## src/rtl/fsmc_mux_master_if.sv

```systemverilog
// Local request/response port plus multiplexed AD bus pins of the FSMC-style bus initiator.
// master = initiator side, slave = local requester / bus responder side.
interface fsmc_mux_master_if;
    localparam int unsigned ADDR_W = 19;
    localparam int unsigned DATA_W = 16;
    localparam int unsigned AHI_W  = 3;

    logic              req_valid;
    logic              req_ready;
    logic              req_write;
    logic [ADDR_W-1:0] req_addr;
    logic [DATA_W-1:0] req_wdata;
    logic              rsp_valid;
    logic [DATA_W-1:0] rsp_rdata;
    logic              ne_n;
    logic              nadv;
    logic              noe_n;
    logic              nwe_n;
    logic [AHI_W-1:0]  a_hi;
    logic [DATA_W-1:0] ad_out;
    logic              ad_oe;
    logic [DATA_W-1:0] ad_in;

    modport master (
        input  req_valid, req_write, req_addr, req_wdata, ad_in,
        output req_ready, rsp_valid, rsp_rdata,
        output ne_n, nadv, noe_n, nwe_n, a_hi, ad_out, ad_oe
    );

    modport slave (
        output req_valid, req_write, req_addr, req_wdata, ad_in,
        input  req_ready, rsp_valid, rsp_rdata,
        input  ne_n, nadv, noe_n, nwe_n, a_hi, ad_out, ad_oe
    );
endinterface

```

## src/rtl/fsmc_mux_master.sv

```systemverilog
// Multiplexed address/data bus initiator: one local request becomes one bus cycle
// (address, address hold, data, turnaround) with programmable phase lengths.
module fsmc_mux_master #(
    parameter int unsigned ADDSET  = 2,
    parameter int unsigned ADDHLD  = 1,
    parameter int unsigned DATAST  = 4,
    parameter int unsigned BUSTURN = 1
) (
    input  logic               clk,
    input  logic               rst_n,
    fsmc_mux_master_if.master  bus
);
    localparam int unsigned CNT_W   = 8;
    localparam int unsigned DATA_W  = 16;
    localparam int unsigned AHI_W   = 3;

    // Zero-length phases are stretched to one cycle.
    localparam int unsigned ADDSET_L  = (ADDSET  < 1) ? 1 : ADDSET;
    localparam int unsigned ADDHLD_L  = (ADDHLD  < 1) ? 1 : ADDHLD;
    localparam int unsigned DATAST_L  = (DATAST  < 1) ? 1 : DATAST;
    localparam int unsigned BUSTURN_L = (BUSTURN < 1) ? 1 : BUSTURN;

    localparam logic [CNT_W-1:0] ADDSET_LD  = CNT_W'(ADDSET_L  - 1);
    localparam logic [CNT_W-1:0] ADDHLD_LD  = CNT_W'(ADDHLD_L  - 1);
    localparam logic [CNT_W-1:0] DATAST_LD  = CNT_W'(DATAST_L  - 1);
    localparam logic [CNT_W-1:0] BUSTURN_LD = CNT_W'(BUSTURN_L - 1);

    typedef enum logic [2:0] {
        S_IDLE  = 3'd0,
        S_ADDR  = 3'd1,
        S_AHOLD = 3'd2,
        S_DATA  = 3'd3,
        S_TURN  = 3'd4
    } state_e;

    state_e              state_q;
    logic [CNT_W-1:0]    cnt_q;
    logic                write_q;
    logic [DATA_W-1:0]   wdata_q;
    logic                ready_q;
    logic                rsp_valid_q;
    logic [DATA_W-1:0]   rsp_rdata_q;
    logic                ne_n_q;
    logic                nadv_q;
    logic                noe_n_q;
    logic                nwe_n_q;
    logic [AHI_W-1:0]    a_hi_q;
    logic [DATA_W-1:0]   ad_out_q;
    logic                ad_oe_q;

    logic                last_c;
    assign last_c = (cnt_q == '0);

    // Bus cycle sequencer; cnt_q holds the remaining cycles of the current phase minus one.
    always_ff @(posedge clk or negedge rst_n) begin
        if (!rst_n) begin
            state_q     <= S_IDLE;
            cnt_q       <= '0;
            write_q     <= 1'b0;
            wdata_q     <= '0;
            ready_q     <= 1'b1;
            rsp_valid_q <= 1'b0;
            rsp_rdata_q <= '0;
            ne_n_q      <= 1'b1;
            nadv_q      <= 1'b1;
            noe_n_q     <= 1'b1;
            nwe_n_q     <= 1'b1;
            a_hi_q      <= '0;
            ad_out_q    <= '0;
            ad_oe_q     <= 1'b0;
        end else begin
            rsp_valid_q <= 1'b0;
            unique case (state_q)
                S_IDLE: begin
                    if (bus.req_valid) begin
                        state_q  <= S_ADDR;
                        cnt_q    <= ADDSET_LD;
                        write_q  <= bus.req_write;
                        wdata_q  <= bus.req_wdata;
                        ready_q  <= 1'b0;
                        ne_n_q   <= 1'b0;
                        nadv_q   <= 1'b0;
                        a_hi_q   <= bus.req_addr[18:16];
                        ad_out_q <= bus.req_addr[15:0];
                        ad_oe_q  <= 1'b1;
                    end
                end
                S_ADDR: begin
                    if (last_c) begin
                        state_q <= S_AHOLD;
                        cnt_q   <= ADDHLD_LD;
                        nadv_q  <= 1'b1;
                    end else begin
                        cnt_q <= cnt_q - CNT_W'(1);
                    end
                end
                S_AHOLD: begin
                    if (last_c) begin
                        state_q <= S_DATA;
                        cnt_q   <= DATAST_LD;
                        if (write_q) begin
                            ad_out_q <= wdata_q;
                            nwe_n_q  <= 1'b0;
                        end else begin
                            ad_oe_q <= 1'b0;
                            noe_n_q <= 1'b0;
                        end
                    end else begin
                        cnt_q <= cnt_q - CNT_W'(1);
                    end
                end
                S_DATA: begin
                    if (last_c) begin
                        state_q     <= S_TURN;
                        cnt_q       <= BUSTURN_LD;
                        ne_n_q      <= 1'b1;
                        noe_n_q     <= 1'b1;
                        nwe_n_q     <= 1'b1;
                        ad_oe_q     <= 1'b0;
                        rsp_valid_q <= 1'b1;
                        if (!write_q) begin
                            rsp_rdata_q <= bus.ad_in;
                        end
                    end else begin
                        cnt_q <= cnt_q - CNT_W'(1);
                    end
                end
                S_TURN: begin
                    if (last_c) begin
                        state_q <= S_IDLE;
                        ready_q <= 1'b1;
                    end else begin
                        cnt_q <= cnt_q - CNT_W'(1);
                    end
                end
                default: begin
                    state_q <= S_IDLE;
                    ready_q <= 1'b1;
                    ne_n_q  <= 1'b1;
                    nadv_q  <= 1'b1;
                    noe_n_q <= 1'b1;
                    nwe_n_q <= 1'b1;
                    ad_oe_q <= 1'b0;
                end
            endcase
        end
    end

    assign bus.req_ready = ready_q;
    assign bus.rsp_valid = rsp_valid_q;
    assign bus.rsp_rdata = rsp_rdata_q;
    assign bus.ne_n      = ne_n_q;
    assign bus.nadv      = nadv_q;
    assign bus.noe_n     = noe_n_q;
    assign bus.nwe_n     = nwe_n_q;
    assign bus.a_hi      = a_hi_q;
    assign bus.ad_out    = ad_out_q;
    assign bus.ad_oe     = ad_oe_q;

endmodule

```

## src/flat_wrapper.sv

```systemverilog
// flat-port wrapper written by rule: the top's interface ports become plain ports
module fsmc_mux_master_flat 
#(
    parameter int unsigned ADDSET  = 2,
    parameter int unsigned ADDHLD  = 1,
    parameter int unsigned DATAST  = 4,
    parameter int unsigned BUSTURN = 1
)
  (clk, rst_n, bus_req_valid, bus_req_write, bus_req_addr, bus_req_wdata, bus_ad_in, bus_req_ready, bus_rsp_valid, bus_rsp_rdata, bus_ne_n, bus_nadv, bus_noe_n, bus_nwe_n, bus_a_hi, bus_ad_out, bus_ad_oe);
  fsmc_mux_master_if bus_i ();
  input  logic clk;
  input  logic rst_n;
  input wire logic [$bits(bus_i.req_valid)-1:0] bus_req_valid;
  input wire logic [$bits(bus_i.req_write)-1:0] bus_req_write;
  input wire logic [$bits(bus_i.req_addr)-1:0] bus_req_addr;
  input wire logic [$bits(bus_i.req_wdata)-1:0] bus_req_wdata;
  input wire logic [$bits(bus_i.ad_in)-1:0] bus_ad_in;
  output wire logic [$bits(bus_i.req_ready)-1:0] bus_req_ready;
  output wire logic [$bits(bus_i.rsp_valid)-1:0] bus_rsp_valid;
  output wire logic [$bits(bus_i.rsp_rdata)-1:0] bus_rsp_rdata;
  output wire logic [$bits(bus_i.ne_n)-1:0] bus_ne_n;
  output wire logic [$bits(bus_i.nadv)-1:0] bus_nadv;
  output wire logic [$bits(bus_i.noe_n)-1:0] bus_noe_n;
  output wire logic [$bits(bus_i.nwe_n)-1:0] bus_nwe_n;
  output wire logic [$bits(bus_i.a_hi)-1:0] bus_a_hi;
  output wire logic [$bits(bus_i.ad_out)-1:0] bus_ad_out;
  output wire logic [$bits(bus_i.ad_oe)-1:0] bus_ad_oe;
  assign bus_i.req_valid = bus_req_valid;
  assign bus_i.req_write = bus_req_write;
  assign bus_i.req_addr = bus_req_addr;
  assign bus_i.req_wdata = bus_req_wdata;
  assign bus_i.ad_in = bus_ad_in;
  assign bus_req_ready = bus_i.req_ready;
  assign bus_rsp_valid = bus_i.rsp_valid;
  assign bus_rsp_rdata = bus_i.rsp_rdata;
  assign bus_ne_n = bus_i.ne_n;
  assign bus_nadv = bus_i.nadv;
  assign bus_noe_n = bus_i.noe_n;
  assign bus_nwe_n = bus_i.nwe_n;
  assign bus_a_hi = bus_i.a_hi;
  assign bus_ad_out = bus_i.ad_out;
  assign bus_ad_oe = bus_i.ad_oe;
  fsmc_mux_master #(.ADDSET(ADDSET), .ADDHLD(ADDHLD), .DATAST(DATAST), .BUSTURN(BUSTURN)) u_core (.clk(clk), .rst_n(rst_n), .bus(bus_i));
endmodule
```

## config.mk

```make
export PLATFORM = sky130hd
export DESIGN_NAME = fsmc_mux_master_flat
export DESIGN_NICKNAME = d
export VERILOG_FILES = /design/src/rtl/fsmc_mux_master_if.sv /design/src/rtl/fsmc_mux_master.sv /design/src/flat_wrapper.sv
export SDC_FILE = /design/constraint.sdc
export NUM_CORES = 1
export LEC_CHECK = 0
export ABC_AREA = 1
export CORE_MARGIN = 10
export CORE_UTILIZATION = 48
export CTS_CLUSTER_DIAMETER = 80
export DETAILED_ROUTE_END_ITERATION = 8
export PLACE_DENSITY = 0.83
export SLEW_MARGIN = 0
export SYNTH_ARGS = -nofsm -noshare
export SYNTH_HDL_FRONTEND = slang
export SYNTH_SLANG_ARGS = --single-unit
export TNS_END_PERCENT = 50
```

## constraint.sdc

```tcl
create_clock -name clk -period 1.8 [get_ports clk]
set_input_delay 0.36 -clock clk [delete_from_list [all_inputs] [get_ports clk]]
set_output_delay 0.36 -clock clk [all_outputs]
set_load 0.01 [all_outputs]
```

## After elaboration in Yosys (flattened, before gate mapping)

Index checks and enable logic that the tools add are counted.

| word-level totals | value |
|---|---|
| register bits | 70 |
| bits of input ports | 55 |

| cells by class | value |
|---|---|
| bitwise gates (word level) | 6 |
| add/subtract/negate cells | 1 |
| reductions and logical operators | 21 |
| equality and inequality tests | 12 |
| mux-type cells | 31 |

Operators by type and width:

| cell | number |
|---|---|
| 16-bit 2-to-1 mux | 3 |
| 8-bit 2-to-1 mux | 4 |
| 16-bit one-hot mux with 2 select lines | 1 |
| 8-bit one-hot mux with 4 select lines | 1 |
| 3-bit 2-to-1 mux | 5 |
| 1-bit one-hot mux with 3 select lines | 5 |
| 3-bit one-hot mux with 5 select lines | 1 |
| 3-bit AND reduction | 5 |
| 4-bit AND reduction | 3 |
| 3-bit OR reduction | 4 |
| 1-bit 2-to-1 mux | 10 |
| 2-bit by 1-bit inequality test with 1-bit output (second input constant) | 5 |
| 5-bit AND reduction | 2 |
| 8-bit zero test | 1 |
| 8-bit by 1-bit subtractor with 8-bit output (second input constant) | 1 |
| 3-bit by 2-bit equality test with 1-bit output (second input constant) | 2 |
| 2-bit inequality test (second input constant) | 3 |
| 1-bit NOT | 6 |
| 1-bit one-hot mux with 4 select lines | 1 |
| 4-bit nonzero test | 1 |
| 2-bit OR reduction | 2 |
| 3-bit by 1-bit equality test with 1-bit output (second input constant) | 1 |
| 3-bit equality test (second input constant) | 1 |
| 3-bit zero test | 1 |
| other kinds (2) | 2 |

## Logic depth before layout (Yosys ltp)

| depth | value |
|---|---|
| depth after elaboration | 4 |
| mapped depth | 10 |
| mapped depth without buffers | 10 |

## Worst setup path before layout

No wires, ideal clock.

| path | value |
|---|---|
| kind | reg2reg |
| from | register u_core.cnt_q[0] |
| to | register u_core.ad_out_q[5] (netlist: u_core.bus.ad_out[5]) |
| path buffers | 1 |
| slack | 0.188 ns |
| arrival time | 1.486 ns |
| cell stages (with the launch flop) | 9 |
| cell sequence | dfrtp_1 > inv_1 > ha_1 > nand2_1 > nor2_4 > inv_2 > a22oi_4 > buf_6 > o21ai_0 |

| between the ends | value |
|---|---|
| word-level cells in the longest chain between the ends | 3 |

Ends and longest elaborated chain:

| what | RTL line | RTL |
|---|---|---|
| from (decl) | fsmc_mux_master.sv:37 | `logic [CNT_W-1:0] cnt_q;` |
| from (signal assigned) | fsmc_mux_master.sv:94 | `cnt_q <= cnt_q - CNT_W'(1);` |
| from (signal assigned) | fsmc_mux_master.sv:109 | `cnt_q <= cnt_q - CNT_W'(1);` |
| from (signal assigned) | fsmc_mux_master.sv:125 | `cnt_q <= cnt_q - CNT_W'(1);` |
| 8-bit zero test | fsmc_mux_master.sv:52 | `assign last_c = (cnt_q == '0);` |
| 2-bit by 1-bit inequality test with 1-bit output (no source line) | -- |  |
| 4-bit AND reduction (no source line) | -- |  |
| to (signal assigned) | fsmc_mux_master.sv:84 | `ad_out_q <= bus.req_addr[15:0];` |
| to (signal assigned) | fsmc_mux_master.sv:102 | `ad_out_q <= wdata_q;` |
| to (decl) | fsmc_mux_master.sv:48 | `logic [DATA_W-1:0] ad_out_q;` |

No other way between the ends.
A chain may end at the register's enable or synchronous reset.

## Worst setup path after layout

| path | value |
|---|---|
| from | register u_core.state_q[1] |
| to | register u_core.cnt_q[2] |

| between the ends | value |
|---|---|
| word-level cells in the longest chain between the ends | 4 |
| elaborated cells on any way between the ends | 11 |

Ends and longest elaborated chain:

| what | RTL line | RTL |
|---|---|---|
| from (decl) | fsmc_mux_master.sv:36 | `state_e state_q;` |
| from (signal assigned) | fsmc_mux_master.sv:57 | `state_q <= S_IDLE;` |
| from (signal assigned) | fsmc_mux_master.sv:76 | `state_q <= S_ADDR;` |
| from (signal assigned) | fsmc_mux_master.sv:90 | `state_q <= S_AHOLD;` |
| 3-bit by 1-bit equality test with 1-bit output or 3-bit by 2-bit equality test with 1-bit output (tied branches) | fsmc_mux_master.sv:73 | `unique case (state_q)` |
| 2-bit OR reduction (no source line) | -- |  |
| 4-bit nonzero test (no source line) | -- |  |
| 3-bit AND reduction (no source line) | -- |  |

Parallel ways exist; a longest one is shown, timed or not.

==> key figures <==
Status
  – Status: finished, final reports clean

Clock tree
  – CTS tree: yes
  – Clock Path Buffers: 2
  – Root Driver: clkbuf_8
  – Clk sinks: 70
  – Worst-Skew Late Latency: 0.35 ns
  – Inserted Clock Buffers: 9
  – Reg clk slew, reported paths: 0.08 ns
  – H-tree Lvls: 3
  – Number of setup buffers added after CTS: 0

Logic synthesis
  – Sequential share of the synthesized area: 51.7%
  – Yosys top cell area share: 47.8%
  – Mapped Cells: 421
  – Largest cells by area after synthesis: dfrtp_1, nand2_1, o21ai_0, inv_1, nand3_1
  – Synth Register Bits: 70
  – Syn_area_per_cell: 8.08 sq um
  – Total nets after synthesis: 477
  – Mapped cell area: 3400 sq um
  – Synth area leader: dfrtp_1
  – Count of cell types in the netlist: 33
  – Ys Warns: 0

Detailed routing
  – Number of vias per cell: 4.90
  – TritonRoute pass-1 iters: 4
  – DRT antenna net count: 0
  – Post-DR wirelength/cell: 15.1 um
  – Routed WL: 9490 um
  – DR iter-0 viols: 152
  – Detailed-route via count: 3,084
  – Residual DRC: 0

Global routing
  – Met2 Use GR: 28.7%
  – GR Layer Usage met1: 20.3%
  – Gr busiest metal: met2
  – First-pass GRT wire length: 15,700 um
  – Antenna violations before repair: 0
  – Number of global-route vias before repair: 3,242
  – Largest net degree at the start of global routing: 38
  – Tot GR Track Use: 17.5%
  – GR Layer Usage met3: 6.88%
  – Overflow after GRT: 0

Die
  – Die height: 104 um
  – Initial core utilization: 49.8%
  – Row cnt: 30
  – IO Count: 97
  – Core area: 6830 sq um
  – Die W: 104 um
  – Die ar.: 10,900 sq um

Worst setup path
  – Startpoint types: register
  – CP Class: register to register
  – Critical Path RT: 2.04 ns
  – Most frequent cell on the critical path: nand2_1
  – Crit path cell chain: inv_1 -> nand2_1 -> nor2_2 -> nand3_1 -> nand3_4 -> inv_4 -> nand2_1 -> nand2_1 -> and2_1
  – Depth of the most critical reg-to-reg path: 9
  – Crit-path max cell delay: 0.46 ns
  – CP endpoint kind: register
  – CP max FO: 8
  – Critical path's slowest cell: dfrtp_1
  – Crit path DAT: 1.93 ns

STA
  – Clock Skew: 0.0106 ns
  – Slew HR: 65.6%
  – Worst-Margin Slew: 0.510 ns
  – Final hold vios: 0
  – # setup viols final: 0
  – Post-layout min period: 1.69 ns
  – Tcrit/Tclk final: 93.8%
  – Setup_tns: 0 ns
  – Max Freq: 592 MHz
  – RSZ-0062 raised after global routing: true
  – Final-report max-slew violation count: 0

Final layout
  – Diodes inserted: 0
  – Final-stage net count: 584
  – Layout cells sized above 1: 12.9%
  – Post-route cell area: 4800 sq um
  – Final core utilization: 70.3%
  – Final cell count without fillers: 629
  – Area grow syn2layout: 41.3%

Pwr
  – Pwr per Cell Area: 641 nW/um^2
  – Leak: 0.00239 uW
  – VDD IR-drop max: 376 uV
  – Total power: 3080 uW

Run
  – Maxcap violations: 0

Place
  – PortBufs: 96
  – Gpl congestion: 0.863
  – Hpwl dp: 7150 um
  – Placed cells: 610
  – Placed instance area: 4530 sq um

Hold path
  – Worst hold-check path type: input port to async pin
==> worst paths after layout <==
path,start,end,slack [ns]
max,u_core.state_q[1]$_DFFE_PN0P_,u_core.cnt_q[2]$_DFFE_PN0P_,0.11
min,rst_n,u_core.cnt_q[7]$_DFFE_PN0P_,0.46
max reg2reg,u_core.state_q[1]$_DFFE_PN0P_,u_core.cnt_q[2]$_DFFE_PN0P_,0.11
min reg2reg,u_core.bus.nadv$_DFFE_PN1P_,u_core.bus.nadv$_DFFE_PN1P_,0.46
max in group asynchronous,rst_n,u_core.bus.rsp_rdata[1]$_DFFE_PN0P_,0.81
min in group clk,u_core.bus.nadv$_DFFE_PN1P_,u_core.bus.nadv$_DFFE_PN1P_,0.46
==> layer usage <==
layer	wire length (um)	part of all wire (%)	up-vias
li1	-	-	1527
met1	4040	43	1439
met2	4480	47	105
met3	815	8.6	13
met4	160	1.7	0
met5	0	0	-
==> where the power goes <==
group,switching [uW],internal (uW),total [uW]
logic,63.2,118,181
clock network,642,685,1330
registers,0,1570,1570
==> cells in the mapped netlist <==
library cell    n
a21boi_1        1
a21oi_1         3
a22oi_4         1
and2_1          1
buf_2           3
buf_4           1
buf_6           4
clkbuf_1        5
clkinv_1        1
clkinv_2        1
dfrtp_1        65
dfstp_2         5
ha_1            1
inv_1          46
inv_2           3
inv_4           1
nand2_1       159
nand2_2         3
nand2_4         1
nand3_1        33
nand3_4         1
nand3b_1        1
nand4_1         3
nand4_2         1
nor2_1         16
nor2_2          3
nor2_4          3
nor3_1          1
o21ai_0        36
o21ai_1         1
o21ai_2        14
o21bai_1        2
or2_1           1
==> critical path, delay by kind of cell, from the launching register on <==
kind          cells  cell delay, ns
flops             1            0.46
simple gates      7            0.91
buf+inv           2            0.20
==> flip-flops by register name (all words and copies together) (netlist names) <==
name and cells:
u_core.bus.noe_n 1, u_core.state_q 3, u_core.wdata_q 16, u_core.bus.a_hi 3
u_core.bus.ad_oe 1, u_core.cnt_q 8, u_core.bus.nadv 1, u_core.bus.ad_out 16
u_core.write_q 1, u_core.bus.ne_n 1, u_core.bus.nwe_n 1, u_core.bus.rsp_rdata 16
u_core.bus.req_ready 1, u_core.bus.rsp_valid 1
==> cells by family (layout without fill, tap and decap cells) <==
logic type / count (synthesis) / count (layout) / share of synthesized area [%]
DFF: 70 / 70 / 51.7
AOI/OAI and AO/OA: 58 / 58 / 10.8
and+or+nand+nor: 227 / 227 / 28.8
buffers and inverters: 65 / 177 / 8.39
adders and majority gates: 1 / 1 / 0.368
==> layout by cell type, fill, tap and decap left out, types with 3 or more instances in the layout <==
| master | instances |
|---|---|
| nand4_1 | 3 |
| clkdlybuf4s50_1 | 90 |
| nand2_1 | 159 |
| nor2_1 | 15 |
| nand3_1 | 33 |
| inv_1 | 46 |
| a21oi_1 | 3 |
| dlygate4sd2_1 | 3 |
| o21ai_0 | 35 |
| nor2_2 | 4 |
| clkbuf_8 | 10 |
| inv_2 | 3 |
| nor2_4 | 3 |
| o21ai_2 | 14 |
| buf_12 | 5 |
| dfstp_2 | 5 |
| buf_4 | 5 |
| dfrtp_1 | 65 |
==> cell type report <==
type	instances	area, sq um
Clock buffer	10	138
Timing Repair Buffer	109	1140
Inverter	52	199
Sequential cell	70	1760
Fill cell	569	2030
Multi-Input combinational cell	286	1380
Tap cell	96	120
Clock inverter	6	68.8
==> per-stage QoR <==
stage | setup WS, ns | hold WS [ns]
after global placement | 0.0352 | 0.299
after global routing | -0.0111 | 0.484
after floorplan | 0.188 | 0.0644
after CTS | 0.0108 | 0.466
after detailed placement | 0.000525 | 0.308
final | 0.111 | 0.464
==> repair_timing <==
action,CTS,global route
gates resized for setup,4,7
endpoints found under the hold margin,12,0
pin swaps,0,2
hold buffers,1,0
setup endpoints to repair,15,41
cloned,0,2
Power figures use the tool's default switching activity.
